[config.mk]
export PLATFORM = sky130hd
export DESIGN_NAME = mul_div_sequencer
export DESIGN_NICKNAME = d
export VERILOG_FILES = /design/src/rtl/mul_div_sequencer.sv
export SDC_FILE = /design/constraint.sdc
export NUM_CORES = 2
export LEC_CHECK = 0
export CAP_MARGIN = 15
export CORE_AREA = 5 5 346 314
export DETAILED_ROUTE_END_ITERATION = 6
export DIE_AREA = 0 0 351 319
export PLACE_DENSITY = 0.72
export SLEW_MARGIN = 10
export SYNTH_ARGS = -nofsm -noshare
export SYNTH_HDL_FRONTEND = slang
export SYNTH_SLANG_ARGS = --single-unit
[constraint.sdc]
create_clock -name clk -period 9.68 [get_ports clk]
set_input_delay 1.936 -clock clk [delete_from_list [all_inputs] [get_ports clk]]
set_output_delay 1.936 -clock clk [all_outputs]
set_load 0.005 [all_outputs]
[src/rtl/mul_div_sequencer.sv]
// mul_div_sequencer: execute-stage multiply/divide sequencer.
// Two-cycle multiply/accumulate and a restoring divide feeding HILO.
module mul_div_sequencer #(
  parameter int DIV_ITERS = 32
) (
  input  logic        clk,
  input  logic        rst,
  input  logic        start,
  input  logic [2:0]  op,
  input  logic [31:0] src_a,
  input  logic [31:0] src_b,
  input  logic [63:0] hilo_i,
  input  logic        flush,
  output logic        stall_o,
  output logic [63:0] result_o,
  output logic        hilo_wen_o
);

  typedef enum logic [1:0] {
    IDLE,
    MUL,
    DIV,
    DONE
  } state_t;

  state_t      state_q, state_d;
  logic [2:0]  op_q, op_d;
  logic [31:0] a_q, a_d;
  logic [31:0] b_q, b_d;
  logic [63:0] hilo_q, hilo_d;
  logic [63:0] acc_q, acc_d;
  logic [5:0]  cnt_q, cnt_d;
  logic        qneg_q, qneg_d;
  logic        rneg_q, rneg_d;

  logic        accept;
  logic        is_div;
  logic        is_sdiv;
  logic        b_zero;
  logic [31:0] abs_a;
  logic [31:0] abs_b;
  logic [63:0] ext_a;
  logic [63:0] ext_b;
  logic [63:0] prod;
  logic [64:0] shifted;
  logic [32:0] trial;
  logic [31:0] rem_out;
  logic [31:0] quo_out;

  assign accept  = (state_q == IDLE) && start && !flush;
  assign is_div  = (op[2:1] == 2'b01);
  assign is_sdiv = (op == 3'b010);
  assign b_zero  = (src_b == 32'h0);
  assign abs_a   = (is_sdiv && src_a[31]) ? -src_a : src_a;
  assign abs_b   = (is_sdiv && src_b[31]) ? -src_b : src_b;

  // Sign-extend only for the signed variants so one 64x64 product
  // truncated to 64 bits serves both signed and unsigned multiplies.
  assign ext_a = {{32{a_q[31] & ~op_q[0]}}, a_q};
  assign ext_b = {{32{b_q[31] & ~op_q[0]}}, b_q};
  assign prod  = ext_a * ext_b;

  // acc_q holds {rem,quo}; the trial subtract looks at the upper 33 bits
  assign shifted = {acc_q, 1'b0};
  assign trial   = shifted[64:32] - {1'b0, b_q};

  assign rem_out = rneg_q ? -acc_q[63:32] : acc_q[63:32];
  assign quo_out = qneg_q ? -acc_q[31:0] : acc_q[31:0];

  // State and datapath registers
  always_ff @(posedge clk or posedge rst) begin
    if (rst) begin
      state_q <= IDLE;
      op_q    <= '0;
      a_q     <= '0;
      b_q     <= '0;
      hilo_q  <= '0;
      acc_q   <= '0;
      cnt_q   <= '0;
      qneg_q  <= 1'b0;
      rneg_q  <= 1'b0;
    end else begin
      state_q <= state_d;
      op_q    <= op_d;
      a_q     <= a_d;
      b_q     <= b_d;
      hilo_q  <= hilo_d;
      acc_q   <= acc_d;
      cnt_q   <= cnt_d;
      qneg_q  <= qneg_d;
      rneg_q  <= rneg_d;
    end
  end

  // Next-state: flush wins from any state
  always_comb begin
    state_d = state_q;
    if (flush) begin
      state_d = IDLE;
    end else begin
      unique case (state_q)
        IDLE: begin
          if (start) begin
            if (!is_div)     state_d = MUL;
            else if (b_zero) state_d = DONE;
            else             state_d = DIV;
          end
        end
        MUL:  state_d = DONE;
        DIV: begin
          if (cnt_q == 6'(DIV_ITERS - 1)) state_d = DONE;
        end
        DONE: state_d = IDLE;
        default: state_d = IDLE;
      endcase
    end
  end

  // Operand capture, multiply register and one divide step per cycle
  always_comb begin
    op_d   = op_q;
    a_d    = a_q;
    b_d    = b_q;
    hilo_d = hilo_q;
    acc_d  = acc_q;
    cnt_d  = cnt_q;
    qneg_d = qneg_q;
    rneg_d = rneg_q;
    if (accept) begin
      op_d   = op;
      a_d    = src_a;
      b_d    = is_div ? abs_b : src_b;
      hilo_d = hilo_i;
      cnt_d  = '0;
      qneg_d = is_sdiv & ~b_zero & (src_a[31] ^ src_b[31]);
      rneg_d = is_sdiv & ~b_zero & src_a[31];
      // divide-by-zero result is preloaded so DONE just passes it out
      if (is_div && b_zero) acc_d = {src_a, 32'hFFFF_FFFF};
      else                  acc_d = {32'h0, abs_a};
    end else if (state_q == MUL) begin
      acc_d = prod;
    end else if (state_q == DIV) begin
      cnt_d = cnt_q + 6'd1;
      if (!trial[32]) acc_d = {trial[31:0], shifted[31:1], 1'b1};
      else            acc_d = {shifted[63:32], shifted[31:1], 1'b0};
    end
  end

  // Outputs: stall, write strobe and the final HILO value
  always_comb begin
    stall_o    = accept || (state_q == MUL) || (state_q == DIV);
    hilo_wen_o = (state_q == DONE) && !flush;
    result_o   = '0;
    if (state_q == DONE) begin
      unique case (op_q[2:1])
        2'b00: result_o = acc_q;
        2'b01: result_o = {rem_out, quo_out};
        2'b10: result_o = hilo_q + acc_q;
        2'b11: result_o = hilo_q - acc_q;
        default: result_o = acc_q;
      endcase
    end
  end

endmodule

==> impl_metrics.json <==
{
  "cts_buffers": 29,
  "critPathKind": "reg -> out",
  "die_y_um": 319,
  "startpoint": "acc_q[0]",
  "core_area_um2": 105000,
  "finalSetupViolations": 0,
  "cts_num_sinks": 205,
  "dp_hpwl_mm": 148,
  "cts-root-buf": "clkbuf_16",
  "drc": 0,
  "ant_nets": 0,
  "layout.area.seq_um2": 5150,
  "layout_setup_ws_ns": 0.442,
  "synth.cell_area_um2": 57000,
  "syn_inst": 6798,
  "drt_pass1_iterations": 6,
  "yosysSeqAreaShare_pct": 9.00,
  "synth-edff-count": 0,
  "dp_slack_ns": 0.613,
  "hold_buffers": 0,
  "fmax_mhz": 108,
  "crit_required_ns": 7.74,
  "worst_slew_pin_slew_ns": 1.25,
  "path_buf_inv": 3,
  "grt_max_degree": 93,
  "clockBufferDepth": 3,
  "final-hold-violation-count": 0,
  "maxCapViolCount": 0,
  "cts_max_level": 1,
  "syn-num-nets": 8376,
  "place_congestion": 1.03,
  "crit_cells": 21,
  "drt_iter0_drc": 4352,
  "cts_tree": "yes",
  "worst_setup_path_end_kind": "output port",
  "syn2layout_area_growth_pct": 7.33,
  "slew_headroom_pct": 16.9,
  "layout_common_cells": "nand2_1 (1,252), inv_1 (1,196), fa_1 (1,127)",
  "r2r_start": "b_q[7]",
  "cp_max_fo": 9,
  "grt_antenna_before_repair": 10,
  "drv_slew": 0,
  "yosysWarnings": 0,
  "rsz0062_at_grt": "no",
  "placed_area_um2": 60100,
  "num-fill-cells": 9365,
  "start_util_pct": 54.4,
  "die_w_um": 351,
  "cpPeakStageDelay_ns": 0.62,
  "finalCriticalPeriod_ns": 9.24,
  "route.final.wire_length_mm": 184,
  "synth_ff_type": "dfrtp_1",
  "grt_pass1_vias": 49800,
  "dieArea_um2": 112000,
  "fin_tns_setup_ns": 0,
  "worstSetupStartpointType": "flop",
  "rr_endpoint": "acc_q[62]",
  "ys_ff_latch": 205,
  "critPathTopFamily": "simple AND/OR/NAND/NOR gates",
  "crit_path_top_delay_cell": "clkdlybuf4s50_1",
  "overflow": 0,
  "r2r_slack_ns": 0.71,
  "final_common_cell": "nand2_1",
  "hp-class": "reg -> reg",
  "grt_use_total_pct": 33.4,
  "final_layout_size_suffix_gt1_share_pct": 3.40,
  "clk_latency_ns": 0.66,
  "finalClockSkew_ns": 0.0309,
  "num_rows": 113,
  "hp-start": "hilo_q[12]",
  "min_path_cells": 2,
  "multi_input_area_um2": 45900,
  "num_vias": 47300,
  "grt_pass1_wl_mm": 289,
  "status": "complete, no violations",
  "hold_end": "hilo_q[12]",
  "cts.clk_slew.worst_paths_ns": 0.07,
  "path_cells": "inv_1 > ha_1 > or3b_2 > and4b_1 > nand3_1 > or3_1 > nor3_1 > nor2_1 > xnor2_1 > ha_1 > nand3_1 > nor2_1 > nand4_1 > o32ai_2 > o21ai_0 > buf_4 > o311ai_2 > a31oi_1 > a21bo_2 > o311ai_0 > clkdlybuf4s50_1",
  "num_io_pins": 201,
  "via_per_inst": 5.81,
  "ff2ff_path_depth": 25,
  "port_buffers": 200,
  "final_area_um2": 61200,
  "nets": 8315,
  "wl_per_cell_um": 22.5,
  "async_reset_ff_share_pct": 100,
  "period_share_pct": 95.4,
  "arrival_ns": 7.30,
  "synth_area_per_cell_um2": 8.38,
  "synth_cell_types": 87
}
[worst max path at each step]
stage                   end  slack (ns)
4_1_cts        result_o[58]        0.14
6_report       result_o[58]        0.44
2_1_floorplan     acc_q[63]        1.57
5_1_grt        result_o[58]        0.05
3_3_place_gp   result_o[58]        0.66
3_5_place_dp   result_o[58]        0.61
[stage by stage]
step                util (%)  std cells  hold slack (ns)
finish                  58.4       8148            0.481
global route            58.4       8148            0.496
CTS                     58.3       8138            0.484
detailed placement      57.4       8084            0.467
global placement        57.4       8082            0.461
floorplan                  -       6798            0.452
[tightest hold or removal path: cells and delay by family (launching register included)]
family | cells | cell delay [ns]
DFF | 1 | 0.34
and+or+nand+nor | 2 | 0.11
[registers in the layout, summed over array words and instances (netlist names)]
name / count
rneg_q: 1
op_q: 3
state_q: 2
a_q: 32
b_q: 32
cnt_q: 6
qneg_q: 1
acc_q: 64
hilo_q: 64
[kinds of logic after synthesis]
group | Yosys count | synth area share (%)
buf+inv | 1608 | 10.6
xor+xnor | 331 | 5.09
flops | 205 | 9.00
mux | 35 | 0.628
fa+ha+maj | 1443 | 46.5
simple gates | 2271 | 18.0
compound gates | 905 | 10.1
[cell usage after synthesis, types with 7 or more instances]
| cell type | instances | share of area [%] |
|---|---|---|
| a211o_1 | 11 | 0.17 |
| a211oi_1 | 56 | 0.74 |
| a21boi_0 | 11 | 0.14 |
| a21o_1 | 96 | 1.3 |
| a21oi_1 | 253 | 2.2 |
| a221oi_1 | 17 | 0.26 |
| a22oi_1 | 11 | 0.14 |
| a31oi_1 | 37 | 0.41 |
| and2_1 | 378 | 4.1 |
| and3_1 | 29 | 0.32 |
| buf_1 | 13 | 0.086 |
| clkbuf_1 | 389 | 2.6 |
| dfrtp_1 | 205 | 9.0 |
| fa_1 | 1127 | 40 |
| ha_1 | 316 | 6.9 |
| inv_1 | 1197 | 7.9 |
| mux2i_1 | 29 | 0.51 |
| nand2_1 | 1252 | 8.2 |
| nand2b_1 | 20 | 0.22 |
| nand3_1 | 44 | 0.39 |
| nand3b_1 | 8 | 0.11 |
| nand4_1 | 37 | 0.41 |
| nor2_1 | 317 | 2.1 |
| nor2b_1 | 21 | 0.23 |
| nor3_1 | 53 | 0.47 |
| nor3b_1 | 7 | 0.092 |
| nor4_1 | 19 | 0.21 |
| o211ai_1 | 26 | 0.34 |
| o21a_1 | 25 | 0.33 |
| o21ai_0 | 185 | 1.6 |
| o21ai_1 | 8 | 0.070 |
| o21bai_1 | 25 | 0.33 |
| o221ai_1 | 7 | 0.11 |
| o22ai_1 | 31 | 0.34 |
| o31ai_1 | 29 | 0.38 |
| o41ai_1 | 7 | 0.11 |
| or2_2 | 19 | 0.21 |
| or3_1 | 28 | 0.31 |
| or4_1 | 11 | 0.14 |
| xnor2_1 | 201 | 3.1 |
| xor2_1 | 130 | 2.0 |
[layer usage]
metal  GRT usage [%]  up-vias  part of all wire, %
li1                -    20800                    -
met1            46.2    23900                   41
met2            51.2     2186                   44
met3            8.99      366                   11
met4            11.5        2                  4.2
met5               0        -                0.011
[timing repair]
action                                  in CTS  in global routing
endpoints found under the setup margin       1                  5
hold endpoints to repair                     0                  0
gates resized for setup                      1                  3
pin swaps                                    0                  0
setup buffers                                0                  0
[final cells by class]
type	count	area share, %
sequential	205	8.41
clock buffer	40	1.34
antenna	8	0.0327
timing repair buffer	317	4.80
inverter	1199	7.37
multi-input combinational	4985	75.0
clock inverter	14	0.245
tap	1380	2.82
Power is left out: the tool's default activity adds up to more than one toggle a clock period on the data nets, which glitch-free logic cannot reach.
